**src/rtl/recovery_phase_sequencer.sv**
```systemverilog
// ---------------------------------------------------------------------------
// recovery_phase_sequencer
//
// Owns the pipeline phase after the commit stage. It accepts either a commit
// recovery request or an execution-stage branch mispredict while in COMMIT,
// walks the active list through a multi-cycle flush (RECOVER_0), waits a
// fixed number of drain cycles (RECOVER_1) and then returns to COMMIT.
//
// Ports
//   clk                       clock
//   rst                       asynchronous, active-low reset
//   commit_recovery_req       recovery trigger from commit stage
//   commit_refetch_type       refetch type from commit stage
//   commit_num                ops committed alongside the request
//   al_valid_count            valid active-list entries this cycle
//   exec_mispred_req          branch mispredict from execution stage
//   exec_flush_count          entries younger than the mispredicted branch
//   store_drain_busy          committed stores still draining
//   phase                     0=COMMIT, 1=RECOVER_0, 2=RECOVER_1
//   unable_to_start_recovery  (phase!=COMMIT) | store_drain_busy
//   refetch_valid             pulse on the first RECOVER_0 cycle
//   refetch_type_out          refetch type latched at accept
//   flush_valid               flush_num entries flushed this cycle
//   flush_num                 entries flushed this cycle
//   recovery_done             pulse on the last RECOVER_1 cycle
//
// Exec mispredicts report refetch type REFETCH_TYPE_BRANCH_TARGET (3'd1).
// ---------------------------------------------------------------------------
module recovery_phase_sequencer #(
    parameter int COMMIT_WIDTH = 2,
    parameter int AL_ENTRY_NUM = 64,
    parameter int FLUSH_WIDTH  = 2,
    parameter int DRAIN_CYCLES = 2
) (
    input  logic                           clk,
    input  logic                           rst,
    input  logic                           commit_recovery_req,
    input  logic [2:0]                     commit_refetch_type,
    input  logic [$clog2(COMMIT_WIDTH):0]  commit_num,
    input  logic [$clog2(AL_ENTRY_NUM):0]  al_valid_count,
    input  logic                           exec_mispred_req,
    input  logic [$clog2(AL_ENTRY_NUM):0]  exec_flush_count,
    input  logic                           store_drain_busy,
    output logic [1:0]                     phase,
    output logic                           unable_to_start_recovery,
    output logic                           refetch_valid,
    output logic [2:0]                     refetch_type_out,
    output logic                           flush_valid,
    output logic [$clog2(FLUSH_WIDTH):0]   flush_num,
    output logic                           recovery_done
);

    localparam int AW  = $clog2(AL_ENTRY_NUM) + 1;
    localparam int FNW = $clog2(FLUSH_WIDTH) + 1;
    localparam int DW  = $clog2(DRAIN_CYCLES + 1);

    localparam logic [2:0]    REFETCH_TYPE_BRANCH_TARGET = 3'd1;
    localparam logic [AW-1:0] FLUSH_W_A  = AW'(FLUSH_WIDTH);
    localparam logic [DW-1:0] DRAIN_INIT = DW'(DRAIN_CYCLES);
    localparam logic [DW-1:0] DRAIN_ONE  = DW'(1);

    typedef enum logic [1:0] {
        PH_COMMIT    = 2'd0,
        PH_RECOVER_0 = 2'd1,
        PH_RECOVER_1 = 2'd2
    } phase_e;

    phase_e          phase_q, phase_d;
    logic [AW-1:0]   remaining_q, remaining_d;
    logic [DW-1:0]   drain_q, drain_d;
    logic            first_q, first_d;
    logic [2:0]      refetch_type_q, refetch_type_d;

    logic            commit_accept;
    logic            exec_accept;
    logic [AW-1:0]   flush_amt;

    // Commit side wins; a simultaneous mispredict is younger than the
    // recovering op and is already covered by the commit-side flush.
    assign unable_to_start_recovery = (phase_q != PH_COMMIT) | store_drain_busy;
    assign commit_accept = commit_recovery_req & ~unable_to_start_recovery;
    assign exec_accept   = exec_mispred_req & ~commit_recovery_req & ~unable_to_start_recovery;

    // Entries flushed this cycle: min(remaining, FLUSH_WIDTH)
    assign flush_amt = (remaining_q > FLUSH_W_A) ? FLUSH_W_A : remaining_q;

    always_comb begin
        phase_d        = phase_q;
        remaining_d    = remaining_q;
        drain_d        = drain_q;
        first_d        = 1'b0;
        refetch_type_d = refetch_type_q;
        case (phase_q)
            PH_COMMIT: begin
                if (commit_accept) begin
                    phase_d        = PH_RECOVER_0;
                    remaining_d    = al_valid_count - AW'(commit_num);
                    refetch_type_d = commit_refetch_type;
                    first_d        = 1'b1;
                end else if (exec_accept) begin
                    phase_d        = PH_RECOVER_0;
                    remaining_d    = exec_flush_count;
                    refetch_type_d = REFETCH_TYPE_BRANCH_TARGET;
                    first_d        = 1'b1;
                end
            end
            PH_RECOVER_0: begin
                remaining_d = remaining_q - flush_amt;
                // Last walk cycle covers the zero-entry case as well.
                if (remaining_q <= FLUSH_W_A) begin
                    phase_d = PH_RECOVER_1;
                    drain_d = DRAIN_INIT;
                end
            end
            PH_RECOVER_1: begin
                drain_d = drain_q - DRAIN_ONE;
                if (drain_q == DRAIN_ONE) begin
                    phase_d = PH_COMMIT;
                end
            end
            default: begin
                phase_d     = PH_COMMIT;
                remaining_d = '0;
                drain_d     = '0;
            end
        endcase
    end

    always_ff @(posedge clk or negedge rst) begin
        if (!rst) begin
            phase_q        <= PH_COMMIT;
            remaining_q    <= '0;
            drain_q        <= '0;
            first_q        <= 1'b0;
            refetch_type_q <= 3'd0;
        end else begin
            phase_q        <= phase_d;
            remaining_q    <= remaining_d;
            drain_q        <= drain_d;
            first_q        <= first_d;
            refetch_type_q <= refetch_type_d;
        end
    end

    // Output decodes of registered state only.
    always_comb begin
        phase            = phase_q;
        refetch_type_out = refetch_type_q;
        refetch_valid    = first_q;
        flush_num        = '0;
        flush_valid      = 1'b0;
        recovery_done    = 1'b0;
        if (phase_q == PH_RECOVER_0) begin
            flush_num   = FNW'(flush_amt);
            flush_valid = (flush_amt != '0);
        end
        if (phase_q == PH_RECOVER_1 && drain_q == DRAIN_ONE) begin
            recovery_done = 1'b1;
        end
    end

endmodule
```
**config.mk**
```make
export PLATFORM = sky130hd
export DESIGN_NAME = recovery_phase_sequencer
export DESIGN_NICKNAME = d
export VERILOG_FILES = /design/src/rtl/recovery_phase_sequencer.sv
export SDC_FILE = /design/constraint.sdc
export NUM_CORES = 1
export LEC_CHECK = 0
export CAP_MARGIN = 20
export CORE_ASPECT_RATIO = 0.75
export CORE_MARGIN = 2
export CORE_UTILIZATION = 40
export CTS_CLUSTER_DIAMETER = 200
export CTS_CLUSTER_SIZE = 10
export DETAILED_ROUTE_END_ITERATION = 6
export GPL_TIMING_DRIVEN = 0
export PLACE_DENSITY = 0.67
export SLEW_MARGIN = 40
export SYNTH_ARGS = -nofsm -noshare
export SYNTH_HDL_FRONTEND = slang
export SYNTH_SLANG_ARGS = --single-unit
```
**constraint.sdc**
```tcl
create_clock -name clk -period 3.4 [get_ports clk]
set_input_delay 0.85 -clock clk [delete_from_list [all_inputs] [get_ports clk]]
set_output_delay 0.85 -clock clk [all_outputs]
set_load 0.05 [all_outputs]
```
==> impl_metrics.sql <==
INSERT INTO impl_metrics (metric_group, metric, value, unit) VALUES
('clock_tree', 'clock_pin_slew_worst_setup_and_hold_paths', '60', 'ps'),
('synth', 'synth_area_per_cell', '8.84', 'um2'),
('detailed_routing', 'avgRoutedWirePerCell', '13.9', 'um'),
('synth', 'synthesis.nets', '160', ''),
('min_path', 'min_from', 'refetch_type_out[1]', ''),
('layout', 'finish.utilization', '59.5', '%'),
('grt', 'leftover_overflow_at_the_end_of_global_routing', '0', ''),
('critical_path', 'worst_ep_required_time', '2550', 'ps'),
('clock_tree', 'cts_tree', 'built', ''),
('synth', 'postSynthCellCount', '128', ''),
('placement', 'buffer_ports.inserted', '34', ''),
('layout', 'n_antenna_cell', '0', ''),
('floorplan', 'boundaryPins', '35', ''),
('clock_tree', 'tritoncts.num_buffers', '3', ''),
('sta', 'timing.final.crit_period', '3310', 'ps'),
('synth', 'ys.warnings.count', '0', ''),
('critical_path', 'path_common_cell', 'nor2_1', ''),
('layout', 'syn_to_final_growth', '39.0', '%'),
('synth', 'syn-cell-area', '1130', 'um2'),
('critical_path', 'timing.critical_path.arrival', '2460', 'ps'),
('run_status', 'run_status', 'completed', ''),
('critical_path', 'worst_path_largest_cell_delay', '700', 'ps'),
('detailed_routing', 'dr_total_vias', '1059', ''),
('critical_path', 'setup.worst_path.start', 'remaining_q[3]', ''),
('floorplan', 'die_area', '3270', 'um2'),
('critical_path', 'setup.worst_path.start_class', 'flop', ''),
('clock_tree', 'clock_sinks', '15', ''),
('grt', 'grt_util_all_layers', '19.5', '%'),
('placement', 'dp.final_hpwl', '2200', 'um'),
('detailed_routing', 'detailedRoute.firstPassIterationCount', '4', ''),
('synth', 'async_reset_ff_share', '100', '%'),
('clock_tree', 'clk_root_buffer_cell', 'clkbuf_8', ''),
('sta', 'setup_repair_after_global_routing_missed_its_margin', 'no', ''),
('run', 'max-cap-violations', '0', ''),
('critical_path', 'cp_slowest_cell', 'clkdlybuf4s50_1', ''),
('power', 'power', '1.50', 'mW'),
('layout', 'nets', '199', ''),
('detailed_routing', 'wirelength', '2810', 'um'),
('clock_tree', 'clk_path_buf_depth', '2', ''),
('critical_path', 'biggest_fanout_along_the_worst_timing_path', '6', ''),
('clock_tree', 'number_of_post_cts_setup_repair_buffers', '0', ''),
('layout', 'final_layout_size_suffix_gt1_share', '9.04', '%'),
('grt', 'number_of_global_route_vias_before_repair', '1028', ''),
('min_path', 'holdCritPathClass', 'flop to flop', ''),
('critical_path', 'crit_chain', 'or4_4 > or2_4 > nor2_1 > nor2_1 > clkdlybuf4s50_1', ''),
('layout', 'filler_cell_count', '245', ''),
('sta', 'worst_hold_slack', '509', 'ps'),
('critical_path', 'critPathCaptureType', 'output port', ''),
('clock_tree', 'worst_skew_pair.late_latency', '250', 'ps'),
('sta', 'period_share', '97.3', '%'),
('detailed_routing', 'via_per_inst', '5.24', ''),
('sta', 'final_hold_viol_count', '0', ''),
('grt', 'antenna_violations_before_repair', '0', ''),
('synth', 'synth_enable_flop_cells', '0', ''),
('grt', 'grt_start_max_net_pins', '16', ''),
('critical_path', 'timing.setup.critical_path_class', 'flop to output port', ''),
('floorplan', 'fp.coreArea', '2640', 'um2'),
('placement', 'routabilityCongestion', '0.797', ''),
('floorplan', 'start_util', '42.8', '%'),
('power', 'power_per_cell_area', '953', 'nW/um2'),
('critical_path', 'critical_path.reg2reg.startpoint', 'remaining_q[3]', ''),
('synth', 'ys_seq_area_share', '33.2', '%'),
('sta', 'fmax', '0.302', 'GHz'),
('grt', 'grt_first_pass_wirelength', '4810', 'um'),
('floorplan', 'core.rowCount', '16', ''),
('sta', 'worst_pin_slew', '731', 'ps'),
('synth', 'ys_ff_latch', '15', ''),
('sta', 'finalSetupTns', '0', 'ps'),
('sta', 'timing.slew.headroom', '51.1', '%'),
('sta', 'maxSlewViolCount', '0', ''),
('sta', 'skew', '1.35', 'ps'),
('synth', 'postSynth.topFlopCell', 'dfrtp_1', ''),
('clock_tree', 'postCtsHoldBufs', '0', ''),
('floorplan', 'fp.dieW', '65.4', 'um'),
('floorplan', 'die_height', '50.1', 'um'),
('power', 'leakagePower', '0.706', 'nW'),
('detailed_routing', 'post-route-drc-count', '0', ''),
('synth', 'synth_cell_types', '45', ''),
('detailed_routing', 'detail-route-antenna-nets', '0', ''),
('sta', 'setup_violations', '0', ''),
('clock_tree', 'ctsHtreeMaxLevel', '1', ''),
('detailed_routing', 'initialDrtViolationCount', '25', ''),
('power', 'peakVddDrop', '0.778', 'mV');
cell families after synthesis:
| kind of cell | Yosys count | synth area share [%] |
|---|---|---|
| XOR/XNOR | 5 | 3.87 |
| AO/OA/AOI/OAI | 37 | 22.3 |
| multiplexers | 3 | 3.21 |
| other | 1 | 0.332 |
| flip-flops | 15 | 33.2 |
| buffers and inverters | 12 | 4.42 |
| AND/OR/NAND/NOR | 47 | 23.1 |
| adder cells (fa/ha/maj) | 8 | 9.51 |
area by class of cell:
cell class | instances | area (um2) | share of cell area, %
timing repair buffer | 34 | 345 | 22.0
clock buffer | 4 | 45.0 | 2.86
buffer | 2 | 12.5 | 0.796
tap | 36 | 45.0 | 2.86
multi-input combinational | 101 | 712 | 45.3
sequential | 15 | 375 | 23.9
inverter | 10 | 37.5 | 2.39
sequential cells by signal, summed over array words and instances, names as in the netlist:
signal and cells:
refetch_type_out 3, phase 2, drain_q 2, remaining_q 7
refetch_valid 1
synth_stat cells, types with 3 or more instances:
cell	n	area, um2
nand3_1	3	15.0
nor4_1	3	18.8
nor3_1	3	15.0
a21oi_1	8	40.0
dfrtp_1	15	375
o21ai_0	6	30.0
nor2_1	6	22.5
a22o_1	4	35.0
or3_1	3	18.8
nor2b_1	4	25.0
o211ai_1	3	22.5
ha_1	7	87.6
nand2_1	13	48.8
inv_1	10	37.5
a31oi_1	3	18.8
xnor2_1	3	26.3
layer usage:
metal	vias to the layer above	share of wire, %	GRT usage, %
met4	0	1.4	5.90
met2	34	43	30.4
met5	-	0	0
met3	4	6.9	6.16
met1	483	49	25.7
li1	538	-	-
repair_timing:
| item | CTS | global route |
|---|---|---|
| gates resized for setup | 0 | 2 |
| setup endpoints to repair | 0 | 2 |
| endpoints found under the hold margin | 0 | 0 |
worst max-delay path, delay by kind of cell (launching register included):
family / cells / cell delay [ps]
buf+inv: 1 / 700
flops: 1 / 440
simple gates: 4 / 1070
cells in the final DEF, fill, tap and decap left out, types with 3 or more instances in the layout:
| cell | count |
|---|---|
| nor3_1 | 3 |
| a31oi_1 | 3 |
| nor2_1 | 6 |
| a22o_1 | 4 |
| dfrtp_1 | 15 |
| o21ai_0 | 6 |
| or3_1 | 3 |
| nand3_1 | 3 |
| ha_1 | 7 |
| a21oi_1 | 8 |
| o211ai_1 | 3 |
| nand2_1 | 13 |
| clkbuf_8 | 3 |
| xnor2_1 | 3 |
| nor2b_1 | 4 |
| clkdlybuf4s50_1 | 32 |
| inv_1 | 10 |
path summary, 6_finish.rpt:
kind	end	slack, ps	cells past startpoint
max	flush_num[1]	90	5
min	refetch_type_out[1]	510	1
min reg2reg	refetch_type_out[1]	510	1
max reg2reg	remaining_q[4]	1070	9
min in group asynchronous	refetch_valid	1030	1
max in group asynchronous	remaining_q[6]	1910	1
power by group:
part	internal [mW]	total, mW	leakage [nW]	switching [mW]
clock network	0.0831	0.145	0.0228	0.0623
registers	0.265	0.348	0.186	0.0830
logic	0.415	1.01	0.497	0.591
through the flow:
| stage | std cells | cell area (um2) | setup WS (ps) |
|---|---|---|---|
| detailed placement | 198 | 1520 | 110 |
| global route | 202 | 1570 | 44.3 |
| global placement | 198 | 1520 | 112 |
| floorplan | 128 | 1140 | 470 |
| CTS | 202 | 1570 | 33.9 |
| finish | 202 | 1570 | 93.4 |
No activity file was read; power rests on OpenSTA's default activity.
